File: src/rtl/cpu_bus_arbiter_pkg.sv
// Shared types for the CPU bus arbiter: FSM states, request bundle and access-size codes.
package cpu_bus_arbiter_pkg;

  typedef enum logic [1:0] {
    ArbIdle,
    ArbWaitD,
    ArbWaitI
  } arb_state_e;

  localparam logic [1:0] SizeByte = 2'b00;
  localparam logic [1:0] SizeHalf = 2'b01;
  localparam logic [1:0] SizeWord = 2'b10;

  typedef struct packed {
    logic [31:0] addr;
    logic        write;
    logic [3:0]  byte_enable;
    logic [31:0] wdata;
    logic [1:0]  size;
  } bus_req_t;

endpackage

File: src/rtl/cpu_bus_arbiter_if.sv
// Fetch, execute and memory-side signals of the arbiter. The arbiter uses the master view;
// the surrounding pipeline and memory model use the slave view.
interface cpu_bus_arbiter_if;

  logic        cpui_request;
  logic [31:0] cpui_addr;
  logic        cpui_ack;
  logic [31:0] cpui_rdata;

  logic        cpud_request;
  logic [31:0] cpud_addr;
  logic        cpud_write;
  logic [3:0]  cpud_byte_enable;
  logic [31:0] cpud_wdata;
  logic [1:0]  cpud_size;
  logic        cpud_ack;
  logic [31:0] cpud_rdata;

  logic        mem_ready;
  logic        mem_request;
  logic [31:0] mem_addr;
  logic        mem_write;
  logic [3:0]  mem_byte_enable;
  logic [31:0] mem_wdata;
  logic [1:0]  mem_size;
  logic        mem_rvalid;
  logic [31:0] mem_rdata;

  logic        protocol_error;

  modport master (
    input  cpui_request, cpui_addr,
    input  cpud_request, cpud_addr, cpud_write, cpud_byte_enable, cpud_wdata, cpud_size,
    input  mem_ready, mem_rvalid, mem_rdata,
    output cpui_ack, cpui_rdata, cpud_ack, cpud_rdata,
    output mem_request, mem_addr, mem_write, mem_byte_enable, mem_wdata, mem_size,
    output protocol_error
  );

  modport slave (
    output cpui_request, cpui_addr,
    output cpud_request, cpud_addr, cpud_write, cpud_byte_enable, cpud_wdata, cpud_size,
    output mem_ready, mem_rvalid, mem_rdata,
    input  cpui_ack, cpui_rdata, cpud_ack, cpud_rdata,
    input  mem_request, mem_addr, mem_write, mem_byte_enable, mem_wdata, mem_size,
    input  protocol_error
  );

endinterface

File: src/rtl/cpu_bus_pending_slot.sv
// One-entry holding register for a requester's pulse. A pulse arriving while the entry is
// still held (and not cleared this cycle) is dropped and flagged as overflow.
module cpu_bus_pending_slot
  import cpu_bus_arbiter_pkg::*;
(
  input  logic     clock,
  input  logic     reset,
  input  logic     capture,
  input  logic     clear,
  input  bus_req_t req,
  output logic     valid,
  output bus_req_t held,
  output logic     overflow
);

  logic     valid_q;
  bus_req_t held_q;
  logic     load;

  // Clearing and refilling in the same cycle is the legal back-to-back case.
  assign load     = capture && (!valid_q || clear);
  assign overflow = capture && valid_q && !clear;

  always_ff @(posedge clock) begin
    if (reset) begin
      valid_q <= 1'b0;
      held_q  <= '0;
    end else if (load) begin
      valid_q <= 1'b1;
      held_q  <= req;
    end else if (clear) begin
      valid_q <= 1'b0;
    end
  end

  assign valid = valid_q;
  assign held  = held_q;

endmodule

File: src/rtl/cpu_bus_arbiter.sv
// Shares one memory port between instruction fetch and data access, one transaction at a time.
// Define STARVE_GUARD_EN to cap consecutive data grants while a fetch is waiting.
module cpu_bus_arbiter
  import cpu_bus_arbiter_pkg::*;
#(
  parameter int unsigned MAX_DATA_STREAK = 4
) (
  input logic               clock,
  input logic               reset,
  cpu_bus_arbiter_if.master bus
);

  arb_state_e state_q;
  logic       perr_q;
  bus_req_t   i_req, d_req, i_held, d_held, mem_req;
  logic       i_valid, d_valid, i_ovf, d_ovf;
  logic       i_ack, d_ack, grant_i, grant_d, idle_ready, favour_i;

  always_comb begin
    i_req             = '0;
    i_req.addr        = bus.cpui_addr;
    i_req.byte_enable = 4'hF;
    i_req.size        = SizeWord;
    d_req             = '{addr: bus.cpud_addr, write: bus.cpud_write,
                          byte_enable: bus.cpud_byte_enable, wdata: bus.cpud_wdata,
                          size: bus.cpud_size};
  end

  cpu_bus_pending_slot u_slot_i (
    .clock    (clock),
    .reset    (reset),
    .capture  (bus.cpui_request),
    .clear    (i_ack),
    .req      (i_req),
    .valid    (i_valid),
    .held     (i_held),
    .overflow (i_ovf)
  );

  cpu_bus_pending_slot u_slot_d (
    .clock    (clock),
    .reset    (reset),
    .capture  (bus.cpud_request),
    .clear    (d_ack),
    .req      (d_req),
    .valid    (d_valid),
    .held     (d_held),
    .overflow (d_ovf)
  );

  // Responses arriving in IDLE (e.g. late after a reset) are ignored.
  assign i_ack      = !reset && (state_q == ArbWaitI) && bus.mem_rvalid;
  assign d_ack      = !reset && (state_q == ArbWaitD) && bus.mem_rvalid;
  assign idle_ready = !reset && (state_q == ArbIdle) && bus.mem_ready;
  assign grant_i    = idle_ready && i_valid && (!d_valid || favour_i);
  assign grant_d    = idle_ready && d_valid && !grant_i;

`ifdef STARVE_GUARD_EN
  logic [2:0] streak_q;

  assign favour_i = (streak_q == 3'(MAX_DATA_STREAK));

  always_ff @(posedge clock) begin
    if (reset || !i_valid || grant_i) begin
      streak_q <= '0;
    end else if (grant_d && (streak_q != 3'd7)) begin
      streak_q <= streak_q + 3'd1;
    end
  end
`else
  logic unused_max_streak;

  assign favour_i          = 1'b0;
  assign unused_max_streak = ^MAX_DATA_STREAK;
`endif

  always_ff @(posedge clock) begin
    if (reset) begin
      state_q <= ArbIdle;
      perr_q  <= 1'b0;
    end else begin
      perr_q <= perr_q | i_ovf | d_ovf;
      unique case (state_q)
        ArbIdle: begin
          if (grant_d) begin
            state_q <= ArbWaitD;
          end else if (grant_i) begin
            state_q <= ArbWaitI;
          end
        end
        ArbWaitD, ArbWaitI: begin
          if (bus.mem_rvalid) begin
            state_q <= ArbIdle;
          end
        end
        default: state_q <= ArbIdle;
      endcase
    end
  end

  assign mem_req             = grant_i ? i_held : (grant_d ? d_held : '0);
  assign bus.mem_request     = grant_i | grant_d;
  assign bus.mem_addr        = mem_req.addr;
  assign bus.mem_write       = mem_req.write;
  assign bus.mem_byte_enable = mem_req.byte_enable;
  assign bus.mem_wdata       = mem_req.wdata;
  assign bus.mem_size        = mem_req.size;

  assign bus.cpui_ack        = i_ack;
  assign bus.cpui_rdata      = i_ack ? bus.mem_rdata : '0;
  assign bus.cpud_ack        = d_ack;
  assign bus.cpud_rdata      = d_ack ? bus.mem_rdata : '0;
  assign bus.protocol_error  = perr_q;

endmodule

File: src/flat_wrapper.sv
// flat-port wrapper written by rule: the top's interface ports become plain ports
module cpu_bus_arbiter_flat import cpu_bus_arbiter_pkg::*;
#(
  parameter int unsigned MAX_DATA_STREAK = 4
)
  (clock, reset, bus_cpui_request, bus_cpui_addr, bus_cpud_request, bus_cpud_addr, bus_cpud_write, bus_cpud_byte_enable, bus_cpud_wdata, bus_cpud_size, bus_mem_ready, bus_mem_rvalid, bus_mem_rdata, bus_cpui_ack, bus_cpui_rdata, bus_cpud_ack, bus_cpud_rdata, bus_mem_request, bus_mem_addr, bus_mem_write, bus_mem_byte_enable, bus_mem_wdata, bus_mem_size, bus_protocol_error);
  cpu_bus_arbiter_if bus_i ();
  input logic clock;
  input logic reset;
  input wire logic [$bits(bus_i.cpui_request)-1:0] bus_cpui_request;
  input wire logic [$bits(bus_i.cpui_addr)-1:0] bus_cpui_addr;
  input wire logic [$bits(bus_i.cpud_request)-1:0] bus_cpud_request;
  input wire logic [$bits(bus_i.cpud_addr)-1:0] bus_cpud_addr;
  input wire logic [$bits(bus_i.cpud_write)-1:0] bus_cpud_write;
  input wire logic [$bits(bus_i.cpud_byte_enable)-1:0] bus_cpud_byte_enable;
  input wire logic [$bits(bus_i.cpud_wdata)-1:0] bus_cpud_wdata;
  input wire logic [$bits(bus_i.cpud_size)-1:0] bus_cpud_size;
  input wire logic [$bits(bus_i.mem_ready)-1:0] bus_mem_ready;
  input wire logic [$bits(bus_i.mem_rvalid)-1:0] bus_mem_rvalid;
  input wire logic [$bits(bus_i.mem_rdata)-1:0] bus_mem_rdata;
  output wire logic [$bits(bus_i.cpui_ack)-1:0] bus_cpui_ack;
  output wire logic [$bits(bus_i.cpui_rdata)-1:0] bus_cpui_rdata;
  output wire logic [$bits(bus_i.cpud_ack)-1:0] bus_cpud_ack;
  output wire logic [$bits(bus_i.cpud_rdata)-1:0] bus_cpud_rdata;
  output wire logic [$bits(bus_i.mem_request)-1:0] bus_mem_request;
  output wire logic [$bits(bus_i.mem_addr)-1:0] bus_mem_addr;
  output wire logic [$bits(bus_i.mem_write)-1:0] bus_mem_write;
  output wire logic [$bits(bus_i.mem_byte_enable)-1:0] bus_mem_byte_enable;
  output wire logic [$bits(bus_i.mem_wdata)-1:0] bus_mem_wdata;
  output wire logic [$bits(bus_i.mem_size)-1:0] bus_mem_size;
  output wire logic [$bits(bus_i.protocol_error)-1:0] bus_protocol_error;
  assign bus_i.cpui_request = bus_cpui_request;
  assign bus_i.cpui_addr = bus_cpui_addr;
  assign bus_i.cpud_request = bus_cpud_request;
  assign bus_i.cpud_addr = bus_cpud_addr;
  assign bus_i.cpud_write = bus_cpud_write;
  assign bus_i.cpud_byte_enable = bus_cpud_byte_enable;
  assign bus_i.cpud_wdata = bus_cpud_wdata;
  assign bus_i.cpud_size = bus_cpud_size;
  assign bus_i.mem_ready = bus_mem_ready;
  assign bus_i.mem_rvalid = bus_mem_rvalid;
  assign bus_i.mem_rdata = bus_mem_rdata;
  assign bus_cpui_ack = bus_i.cpui_ack;
  assign bus_cpui_rdata = bus_i.cpui_rdata;
  assign bus_cpud_ack = bus_i.cpud_ack;
  assign bus_cpud_rdata = bus_i.cpud_rdata;
  assign bus_mem_request = bus_i.mem_request;
  assign bus_mem_addr = bus_i.mem_addr;
  assign bus_mem_write = bus_i.mem_write;
  assign bus_mem_byte_enable = bus_i.mem_byte_enable;
  assign bus_mem_wdata = bus_i.mem_wdata;
  assign bus_mem_size = bus_i.mem_size;
  assign bus_protocol_error = bus_i.protocol_error;
  cpu_bus_arbiter #(.MAX_DATA_STREAK(MAX_DATA_STREAK)) u_core (.clock(clock), .reset(reset), .bus(bus_i));
endmodule
File: config.mk
export PLATFORM = sky130hd
export DESIGN_NAME = cpu_bus_arbiter_flat
export DESIGN_NICKNAME = d
export VERILOG_FILES = /design/src/rtl/cpu_bus_arbiter_pkg.sv /design/src/rtl/cpu_bus_arbiter_if.sv /design/src/rtl/cpu_bus_pending_slot.sv /design/src/rtl/cpu_bus_arbiter.sv /design/src/flat_wrapper.sv
export SDC_FILE = /design/constraint.sdc
export NUM_CORES = 1
export LEC_CHECK = 0
export ABC_CLOCK_PERIOD_IN_PS = 1900
export CAP_MARGIN = 15
export CORE_AREA = 2 2 126 128
export DETAILED_ROUTE_END_ITERATION = 8
export DIE_AREA = 0 0 128 130
export PLACE_DENSITY = 0.73
export SLEW_MARGIN = 20
export SYNTH_ARGS = -nofsm -noshare
export SYNTH_HDL_FRONTEND = slang
export SYNTH_SLANG_ARGS = --single-unit
export TNS_END_PERCENT = 1
File: constraint.sdc
create_clock -name clock -period 1.9 [get_ports clock]
set_clock_uncertainty 0.05 [all_clocks]
set_input_delay 0.475 -clock clock [delete_from_list [all_inputs] [get_ports clock]]
set_output_delay 0.475 -clock clock [all_outputs]
set_load 0.01 [all_outputs]
==> metrics.cfg, run 1 <==
[pwr]
clockPowerShare=0.349
switchingPower_mw=1.42
swShare=0.257
p_leak_nw=4.30
p_seq_frac=0.459
pwr-share-comb=0.192
power.density_mw_per_mm2=597
ir_drop_uv=414
internal-power_mw=4.10

[layout]
seqCellArea_mm2=0.00218
multi_input_area_mm2=0.00327
fin_util=0.600
fillers=1346
layout-drive-gt1-share=0.304
area_growth_pct=65.9
fin_nets=1084

[clocking]
cts_hold_buf=0
clk_latency_ns=0.36
htree_levels=3
numCtsBuffers=9
cts.clk_slew.worst_paths_ns=0.07
cts_root_buffer=clkbuf_16
clock_path_buffers=2
clock_sinks=109
cts_tree=yes

[critical_path]
crit_path_start_kind=flip-flop
crit_arrival_ns=1.93
cp-startpoint=u_core.state_q[0]$_SDFFE_PP0P_
crit_type=flip-flop to output port
r2r_start=u_core.state_q[1]$_SDFFE_PP0P_
crit_end=bus_mem_addr[22]
worstPathRequired_ns=1.37
rr_worst_depth=9
rrSetupSlack_ns=0.01
path_max_fanout=15
r2r-end=u_core.u_slot_d.held[20]$_SDFFE_PP0P_
cp-end-kind=output port

[synth]
syn_inst=638
yosysWarnings=0
yosysSeqAreaShare=0.391
synthesis.nets=782
syn_avg_cell_area_um2=8.75
synth_cell_types=31
ys_seq_elements=109
netlist_area_mm2=0.00558

[route]
post-route-drc-count=0
avgRoutedWirePerCell_um=16.0
drt_iter0_drc=234
routed_wl_mm=18.2
vias=5405
drtAntennaViolNets=0
drtPass1Iterations=6
via_per_inst=4.75

[die]
start_util=0.362
die-area_mm2=0.0166
placeableCoreArea_mm2=0.0154
die_x_um=128
io_pins=280
die_h_um=130
rows=46

[outcome]
status=finished with violations
violations=setup timing

[grt]
grt_pass1_vias=5259
antenna_found_initial=0
globalRouteTotalUtil=0.211
globalRouteOverflowTotal=0
grt_max_degree=35
grt_pass1_wl_mm=27.5

[sta]
max_freq_ghz=0.407
slew_violations=0
fin_ws_ns=-0.559
setup_violations=138
worst_slew_pin_slew_ns=0.281
rsz0062_at_grt=yes
slew-limit-headroom=0.812
final.period_utilization=1.29
timing.final.hold_violations=0
fin_crit_ns=2.46

[worst_hold_path]
min_path_type=flip-flop to flip-flop

[placement]
hpwl_mm=12.7
pre_cts_ws_ns=-1.01
gp_congestion=0.820
portBuffers=279

[job]
drv_cap=0

## state kept, by name, summed over array words and instances, names as in the netlist
register / cells
u_core.u_slot_d.valid: 1
u_core.u_slot_d.held: 71
u_core.u_slot_i.valid: 1
u_core.u_slot_i.held: 33
u_core.bus.protocol_error: 1
u_core.state_q: 2
## area by class of cell
type                    instances  share of cell area
multi-input cells             472               0.353
repair buffers                343               0.350
flip-flops and latches        109               0.236
well taps                     192              0.0259
clock buffers                  10              0.0247
clock inverters                 6             0.00743
inverters                       5             0.00257
diodes                          1            0.000270
## routing by layer
layer,vias up,global-route usage,wire [um]
li1,2697,-,-
met1,2443,0.248,7330
met2,225,0.360,8980
met3,40,0.0652,1370
met4,0,0.0873,556
met5,-,0,0
## logic make-up after synthesis
kind of cell    synth area share
simple gates               0.267
flops                      0.391
mux                        0.186
buf+inv                   0.0713
compound gates            0.0775
fa+ha+maj                0.00672
## Yosys cell counts, drive strengths merged
| cell type | instances | share of area |
|---|---|---|
| nor2b | 2 | 0.0022 |
| mux2i | 104 | 0.19 |
| nor2 | 4 | 0.0027 |
| o221a | 1 | 0.0020 |
| clkbuf | 26 | 0.017 |
| nand3b | 3 | 0.0063 |
| nand3 | 1 | 0.00090 |
| buf | 26 | 0.050 |
| and2 | 98 | 0.11 |
| o211ai | 1 | 0.0013 |
| nor3b | 1 | 0.0034 |
| a22o | 37 | 0.065 |
| inv | 5 | 0.0034 |
| a21oi | 4 | 0.0036 |
| nand2 | 207 | 0.14 |
| nor3 | 1 | 0.00090 |
| o21a | 1 | 0.0013 |
| a31oi | 1 | 0.0011 |
| and4b | 1 | 0.0018 |
| dfxtp | 109 | 0.39 |
| ha | 3 | 0.0067 |
| a21boi | 2 | 0.0034 |
## critical path: stages, from the launching register on
cell,delay (ns)
dfxtp_2,0.34
inv_2,0.05
ha_4,0.17
and4b_4,0.20
buf_4,0.14
buf_12,0.12
buf_16,0.15
a22o_2,0.27
buf_6,0.12
## placed cells by master, fill, tap and decap left out, types with 3 or more instances in the layout
| cell | count |
|---|---|
| a21oi_1 | 4 |
| a22o_1 | 7 |
| a22o_2 | 11 |
| a22o_4 | 19 |
| and2_1 | 75 |
| and2_4 | 23 |
| buf_12 | 19 |
| buf_2 | 82 |
| buf_4 | 34 |
| buf_6 | 61 |
| clkbuf_16 | 11 |
| clkdlybuf4s50_1 | 138 |
| dfxtp_1 | 107 |
| dlygate4sd2_1 | 3 |
| ha_4 | 3 |
| inv_2 | 4 |
| inv_6 | 4 |
| mux2i_1 | 104 |
| nand2_1 | 207 |
| nor2_1 | 3 |
## through the flow
stage	hold slack (ns)	std cells	setup TNS (ns)	power [mW]	area, um^2
3_3_place_gp	0.388	1099	-150.51	3.55	8760
3_5_place_dp	0.395	1099	-158.27	3.57	8760
2_1_floorplan	0.380	638	-3.10	3.04	5580
5_1_grt	0.420	1137	-66.81	5.75	9260
4_1_cts	0.408	1133	-52.62	5.56	9020
6_report	0.404	1138	-52.32	5.52	9260
## worst min-delay path by stage
stage	slack (ns)	end	depth (start not counted)	startpoint
6_report	0.40	u_core.u_slot_d.held[27]$_SDFFE_PP0P_	2	u_core.u_slot_d.held[27]$_SDFFE_PP0P_
3_5_place_dp	0.40	u_core.u_slot_d.held[25]$_SDFFE_PP0P_	2	u_core.u_slot_d.held[25]$_SDFFE_PP0P_
3_3_place_gp	0.39	u_core.u_slot_d.held[2]$_SDFFE_PP0P_	2	u_core.u_slot_d.held[2]$_SDFFE_PP0P_
2_1_floorplan	0.38	u_core.u_slot_d.held[0]$_SDFFE_PP0P_	2	u_core.u_slot_d.held[0]$_SDFFE_PP0P_
5_1_grt	0.42	u_core.u_slot_d.held[26]$_SDFFE_PP0P_	2	u_core.u_slot_d.held[26]$_SDFFE_PP0P_
4_1_cts	0.41	u_core.u_slot_d.held[28]$_SDFFE_PP0P_	2	u_core.u_slot_d.held[28]$_SDFFE_PP0P_
## power by group through the flow
| stage | clock (mW) | combinational [mW] | sequential (mW) |
|---|---|---|---|
| floorplan | 0 | 0.490 | 2.55 |
| global placement | 0 | 0.976 | 2.58 |
| detailed placement | 0 | 0.996 | 2.57 |
| CTS | 1.99 | 1.04 | 2.53 |
| global route | 2.05 | 1.15 | 2.55 |
| finish | 1.93 | 1.06 | 2.54 |
## repair_timing
action	CTS	global route
resized for setup	610	74
endpoints found under the setup margin	175	146
gates cloned	4	1
pin swaps	18	23
buffers inserted	14	6
Note: power is estimated with default switching activity, not from simulation.
==> inputs of run 2 (changes only) <==
--- a/config.mk
+++ b/config.mk
@@ -6,11 +6,12 @@
 export NUM_CORES = 1
 export LEC_CHECK = 0
 export ABC_CLOCK_PERIOD_IN_PS = 1900
-export CAP_MARGIN = 15
 export CORE_AREA = 2 2 126 128
 export DETAILED_ROUTE_END_ITERATION = 8
 export DIE_AREA = 0 0 128 130
 export PLACE_DENSITY = 0.73
+export REMOVE_ABC_BUFFERS = 1
+export SKIP_LAST_GASP = 1
 export SLEW_MARGIN = 20
 export SYNTH_ARGS = -nofsm -noshare
 export SYNTH_HDL_FRONTEND = slang
==> run 2 against run 1 <==
The run still ends with setup timing left. Clock power is essentially flat. Sequential cell count is the same. Critical path depth rose by 2. Non-clock buffer count decreased by 6. Critical path type unchanged. Highest routed layer unchanged.
==> metrics.cfg, run 2 (synthesized netlist as in run 1, its figures left out) <==
[clocking]
cts.clk_slew.worst_paths_ns=0.07  ; about the same
htree_levels=3  ; unchanged
clock_path_buffers=2  ; unchanged
cts_tree=yes
clock_sinks=109  ; unchanged
numCtsBuffers=9  ; unchanged
cts_root_buffer=clkbuf_16
clk_latency_ns=0.35  ; about the same

[outcome]
status=finished with violations
violations=setup timing

[route]
avgRoutedWirePerCell_um=15.8  ; -1.3%
post-route-drc-count=0  ; unchanged
drt_iter0_drc=179  ; -24%
vias=5327  ; -1.4%
routed_wl_mm=17.9  ; -1.8%
drtAntennaViolNets=0  ; unchanged
drtPass1Iterations=6  ; unchanged
via_per_inst=4.71  ; -0.92%

[layout]
layout_common_cells=207 x nand2_1, 138 x clkdlybuf4s50_1, 107 x dfxtp_1
largest_register_ffs=71  ; unchanged
final_common_cell=nand2_1
layout-drive-gt1-share=0.171  ; -0.132
area_growth_pct=66.9
fin_util=0.604  ; +0.00365
fin_nets=1078  ; -0.55%

[placement]
gp_congestion=0.730  ; -11%
hpwl_mm=12.0  ; -5.4%
portBuffers=279  ; unchanged

[critical_path]
r2r-end=u_core.u_slot_d.held[32]$_SDFFE_PP0P_
cp-end-kind=output port
crit_arrival_ns=1.96  ; +0.03 ns
crit_path_start_kind=flip-flop
path_max_fanout=7  ; -8
crit_type=flip-flop to output port
rr_worst_depth=9  ; unchanged
worstPathRequired_ns=1.37  ; about the same
rrSetupSlack_ns=-0.02  ; -0.03 ns
r2r_start=u_core.state_q[1]$_SDFFE_PP0P_

[die]
die_x_um=128  ; unchanged
die-area_mm2=0.0166  ; unchanged
die_h_um=130  ; unchanged
rows=46  ; unchanged
io_pins=280  ; unchanged
start_util=0.362  ; unchanged
placeableCoreArea_mm2=0.0154  ; unchanged

[worst_hold_path]
min_from=u_core.u_slot_d.held[24]$_SDFFE_PP0P_
min_to=u_core.u_slot_d.held[24]$_SDFFE_PP0P_
min_path_type=flip-flop to flip-flop
whs_path_depth=2  ; unchanged

[pwr]
ir_drop_uv=420  ; +1.6%
p_leak_nw=4.27  ; -0.69%
power.density_mw_per_mm2=597  ; about the same

[grt]
grt_pass1_wl_mm=27.2  ; -1.1%
globalRouteOverflowTotal=0  ; unchanged
grt_pass1_vias=5123  ; -2.6%
grt_max_degree=33  ; -5.7%
antenna_found_initial=1  ; +1
globalRouteTotalUtil=0.210  ; -0.00142

[sta]
rsz0062_at_grt=yes
final.period_utilization=1.31  ; +0.0109
fin_crit_ns=2.48  ; +0.0208 ns
worst_slew_pin_slew_ns=0.264  ; -0.0171 ns
timing.final.hold_violations=0  ; unchanged
hold_ws_ns=0.403  ; -0.000822 ns
slew_violations=0  ; unchanged
fin_ws_ns=-0.580  ; -0.0208 ns
setup_violations=139  ; +0.72%
slew-limit-headroom=0.824  ; +0.0114
max_freq_ghz=0.403  ; -0.84%

[job]
drv_cap=0  ; unchanged

-- run 2: per-stage QoR --
step / setup slack [ns] / power, mW / TNS (ns) / cell area [um^2] / cells
after CTS: -0.559 / 5.61 / -83.68 / 9360 / 1137
after global placement: -0.971 / 3.56 / -159.03 / 8760 / 1094
after detailed placement: -1.01 / 3.57 / -163.01 / 8760 / 1094
after floorplan: -2.72 / 3.00 / -286.39 / 5200 / 586
after global routing: -0.643 / 5.79 / -79.88 / 9320 / 1132
final: -0.580 / 5.56 / -68.87 / 9320 / 1132
-- run 2: repair_timing --
action	CTS	global route
pin swaps	5	1
resized for setup	327	3
hold buffers	0	0
buffers inserted	21	0
endpoints found under the setup margin	209	219
cloned	8	1
-- run 2: per-layer routing --
layer / share of wire / track usage / vias up
met4: 0.018 / 0.0737 / 0
met2: 0.51 / 0.387 / 181
met5: 0 / 0 / -
met1: 0.41 / 0.238 / 2446
met3: 0.064 / 0.0484 / 20
li1: - / - / 2680
-- run 2: how the worst max path moves through the flow --
stage | startpoint | end | slack [ns] | depth (start not counted)
floorplan | u_core.state_q[0]$_SDFFE_PP0P_ | u_core.u_slot_i.held[39]$_SDFFE_PP0P_ | -2.72 | 5
global route | u_core.state_q[0]$_SDFFE_PP0P_ | bus_mem_addr[0] | -0.64 | 10
global placement | reset | bus_mem_addr[29] | -0.97 | 6
finish | u_core.state_q[0]$_SDFFE_PP0P_ | bus_mem_addr[29] | -0.58 | 10
detailed placement | reset | bus_mem_addr[29] | -1.01 | 6
CTS | u_core.state_q[0]$_SDFFE_PP0P_ | bus_mem_addr[31] | -0.56 | 10
-- run 2: layout make-up --
type | count | area (um^2)
inverters | 5 | 23.8
clock buffers | 9 | 225
fillers | 1372 | 6110
flip-flops and latches | 109 | 2180
diodes | 1 | 2.50
repair buffers | 337 | 3500
clock inverters | 7 | 82.6
multi-input cells | 472 | 3060
well taps | 192 | 240
-- run 2: power breakdown --
group,switching [mW],leakage [nW],internal (mW)
logic,0.429,3.23,0.651
clock network,0.918,0.144,1.04
registers,0.0829,0.897,2.43
-- run 2: worst max-delay path: stages (launching register included) --
cell and delay, ns:
dfxtp_2 0.33, inv_2 0.06, buf_6 0.09, ha_4 0.14, nand3b_4 0.09, nor3b_4 0.23, buf_6 0.15, buf_12 0.14
buf_4 0.11, a22o_2 0.15, buf_6 0.10
==> inputs of run 3 (changes only) <==
--- a/config.mk
+++ b/config.mk
@@ -5,11 +5,11 @@
 export SDC_FILE = /design/constraint.sdc
 export NUM_CORES = 1
 export LEC_CHECK = 0
-export ABC_CLOCK_PERIOD_IN_PS = 1900
-export CORE_AREA = 2 2 126 128
+export ABC_CLOCK_PERIOD_IN_PS = 2900
+export CORE_AREA = 2 2 122 124
 export DETAILED_ROUTE_END_ITERATION = 8
-export DIE_AREA = 0 0 128 130
-export PLACE_DENSITY = 0.73
+export DIE_AREA = 0 0 124 126
+export PLACE_DENSITY = 0.75
 export REMOVE_ABC_BUFFERS = 1
 export SKIP_LAST_GASP = 1
 export SLEW_MARGIN = 20
==> constraint.sdc (replaced) <==
create_clock -name clock -period 2.9 [get_ports clock]
set_clock_uncertainty 0.05 [all_clocks]
set_input_delay 0.725 -clock clock [delete_from_list [all_inputs] [get_ports clock]]
set_output_delay 0.725 -clock clock [all_outputs]
set_load 0.01 [all_outputs]
==> run 3 against run 2 <==
Critical endpoint is now bus_mem_addr[10]. Worst hold slack got worse by 0.0032 ns. The flow still finishes with violations (setup timing). Wire length decreased by 5.1%. First-iteration DRC count increased by 6.7%. Clock power decreased by 34%. Register-to-register slack improved by 1.0 ns. Largest power group unchanged.
==> metrics.cfg, run 3 (synthesized netlist as in run 1, its figures left out) <==
[sta]
rsz0062_at_grt=yes
fin_ws_ns=-0.225  ; +0.355 ns
max_freq_ghz=0.320
setup_violations=136  ; -2.2%
slew-limit-headroom=0.761  ; -0.0627
slew_violations=0  ; unchanged
timing.final.hold_violations=0  ; unchanged
setup_tns_ns=-18.95  ; +49.92 ns
final.period_utilization=1.08
worst_slew_pin_slew_ns=0.358  ; +0.0940 ns
hold_ws_ns=0.400  ; -0.00319 ns
fin_crit_ns=3.12

[critical_path]
crit_type=primary input to output port
worstPathRequired_ns=2.12  ; +0.75 ns
path_max_fanout=19  ; +12
crit_path_start_kind=primary input
cp-startpoint=reset
cp-end-kind=output port
crit_arrival_ns=2.35  ; +0.39 ns
r2r_start=u_core.state_q[0]$_SDFFE_PP0P_

[clocking]
numCtsBuffers=9  ; unchanged
cts.clk_slew.worst_paths_ns=0.07  ; about the same
clock_path_buffers=2  ; unchanged
cts_root_buffer=clkbuf_16
cts_hold_buf=0  ; unchanged
htree_levels=3  ; unchanged
clk_latency_ns=0.35  ; about the same
clock_sinks=109  ; unchanged
cts_tree=yes

[grt]
antenna_found_initial=0  ; -1
globalRouteOverflowTotal=0  ; unchanged
globalRouteTotalUtil=0.211  ; +0.00180
grt_pass1_vias=5103  ; -0.39%
grt_max_degree=71  ; +120%
grt_pass1_wl_mm=25.6  ; -5.9%

[placement]
hpwl_mm=12.0  ; -0.52%
portBuffers=279  ; unchanged
dpl.cell_count=1067  ; -2.5%
gp_congestion=0.818  ; +12%
place_area_mm2=0.00852  ; -2.7%
pre_cts_ws_ns=-0.443  ; +0.567 ns

[layout]
design_area_mm2=0.00898  ; -3.6%
largest_register_ffs=71  ; unchanged
final_common_cell=nand2_1
layoutNonFillerInstCount=1098  ; -3.0%
n_antenna_cell=0  ; -1
layout_common_cells=207 x nand2_1, 144 x clkdlybuf4s50_1, 109 x dfxtp_1
fin_nets=1053  ; -2.3%
layout-drive-gt1-share=0.102  ; -0.0697
fillers=1296  ; -5.5%
fin_util=0.627  ; +0.0234
area_growth_pct=60.8

[route]
drt_iter0_drc=191  ; +6.7%
post-route-drc-count=0  ; unchanged
drt-met1-wl_mm=6.39  ; -13%
routed-wl-met3_mm=1.41  ; +22%
avgRoutedWirePerCell_um=15.5  ; -2.2%
top_layer_used=met4
vias=5232  ; -1.8%
routed_wl_mm=17.0  ; -5.1%
via_per_inst=4.77  ; +1.3%
drtPass1Iterations=5  ; -1
wl_met2_mm=8.72  ; -4.3%
drtAntennaViolNets=0  ; unchanged

[pwr]
p_leak_nw=4.23  ; -0.97%
power.density_mw_per_mm2=397  ; -33%
ir_drop_uv=227  ; -46%
p_total_mw=3.56  ; -36%

[die]
rows=44  ; -4.3%
io_pins=280  ; unchanged
die_x_um=124  ; -3.1%
die_h_um=126  ; -3.1%
die-area_mm2=0.0156  ; -6.1%
placeableCoreArea_mm2=0.0143  ; -7.2%
start_util=0.390  ; +0.0281

[job]
drv_cap=0  ; unchanged

[outcome]
status=finished with violations
violations=setup timing

[worst_hold_path]
min_from=u_core.u_slot_d.held[33]$_SDFFE_PP0P_
min_path_type=flip-flop to flip-flop

[run 3: metal layers]
metal  track usage  vias up
li1              -     2629
met1         0.231     2374
met2         0.386      199
met3        0.0494       30
met4        0.0886        0
met5             0        -
[run 3: repair_timing]
item	4_1_cts	5_1_grt
setup endpoints to repair	138	138
pin swaps	1	0
cloned	5	0
resized for setup	158	20
setup buffers	8	2
[run 3: worst paths after layout]
| kind | depth (start not counted) | endpoint | slack [ns] |
|---|---|---|---|
| setup / recovery | 7 | bus_mem_addr[10] | -0.22 |
| setup reg to reg | 7 | u_core.u_slot_d.held[60]$_SDFFE_PP0P_ | 1.01 |
| hold / removal | 2 | u_core.u_slot_d.held[33]$_SDFFE_PP0P_ | 0.40 |
| hold reg to reg | 2 | u_core.u_slot_d.held[33]$_SDFFE_PP0P_ | 0.40 |
[run 3: power by group]
part | total, mW | leakage [nW] | internal, mW | switching (mW)
Sequential | 1.66 | 0.896 | 1.60 | 0.0641
Clock | 1.29 | 0.152 | 0.740 | 0.546
Combinational | 0.617 | 3.18 | 0.368 | 0.250
[run 3: layout make-up]
type / instances / area (um^2) / share of cell area
tap: 184 / 230 / 0.0256
clock buffer: 13 / 270 / 0.0301
inverter: 5 / 23.8 / 0.00265
clock inverter: 3 / 42.5 / 0.00474
multi-input combinational: 472 / 3030 / 0.337
timing repair buffer: 312 / 3210 / 0.357
sequential: 109 / 2180 / 0.243
[run 3: critical path, stage by stage]
cell	delay (ns)
clkdlybuf4s50_1	0.49
and4b_4	0.24
buf_4	0.14
buf_12	0.12
buf_16	0.15
a22o_2	0.26
clkdlybuf4s15_2	0.22
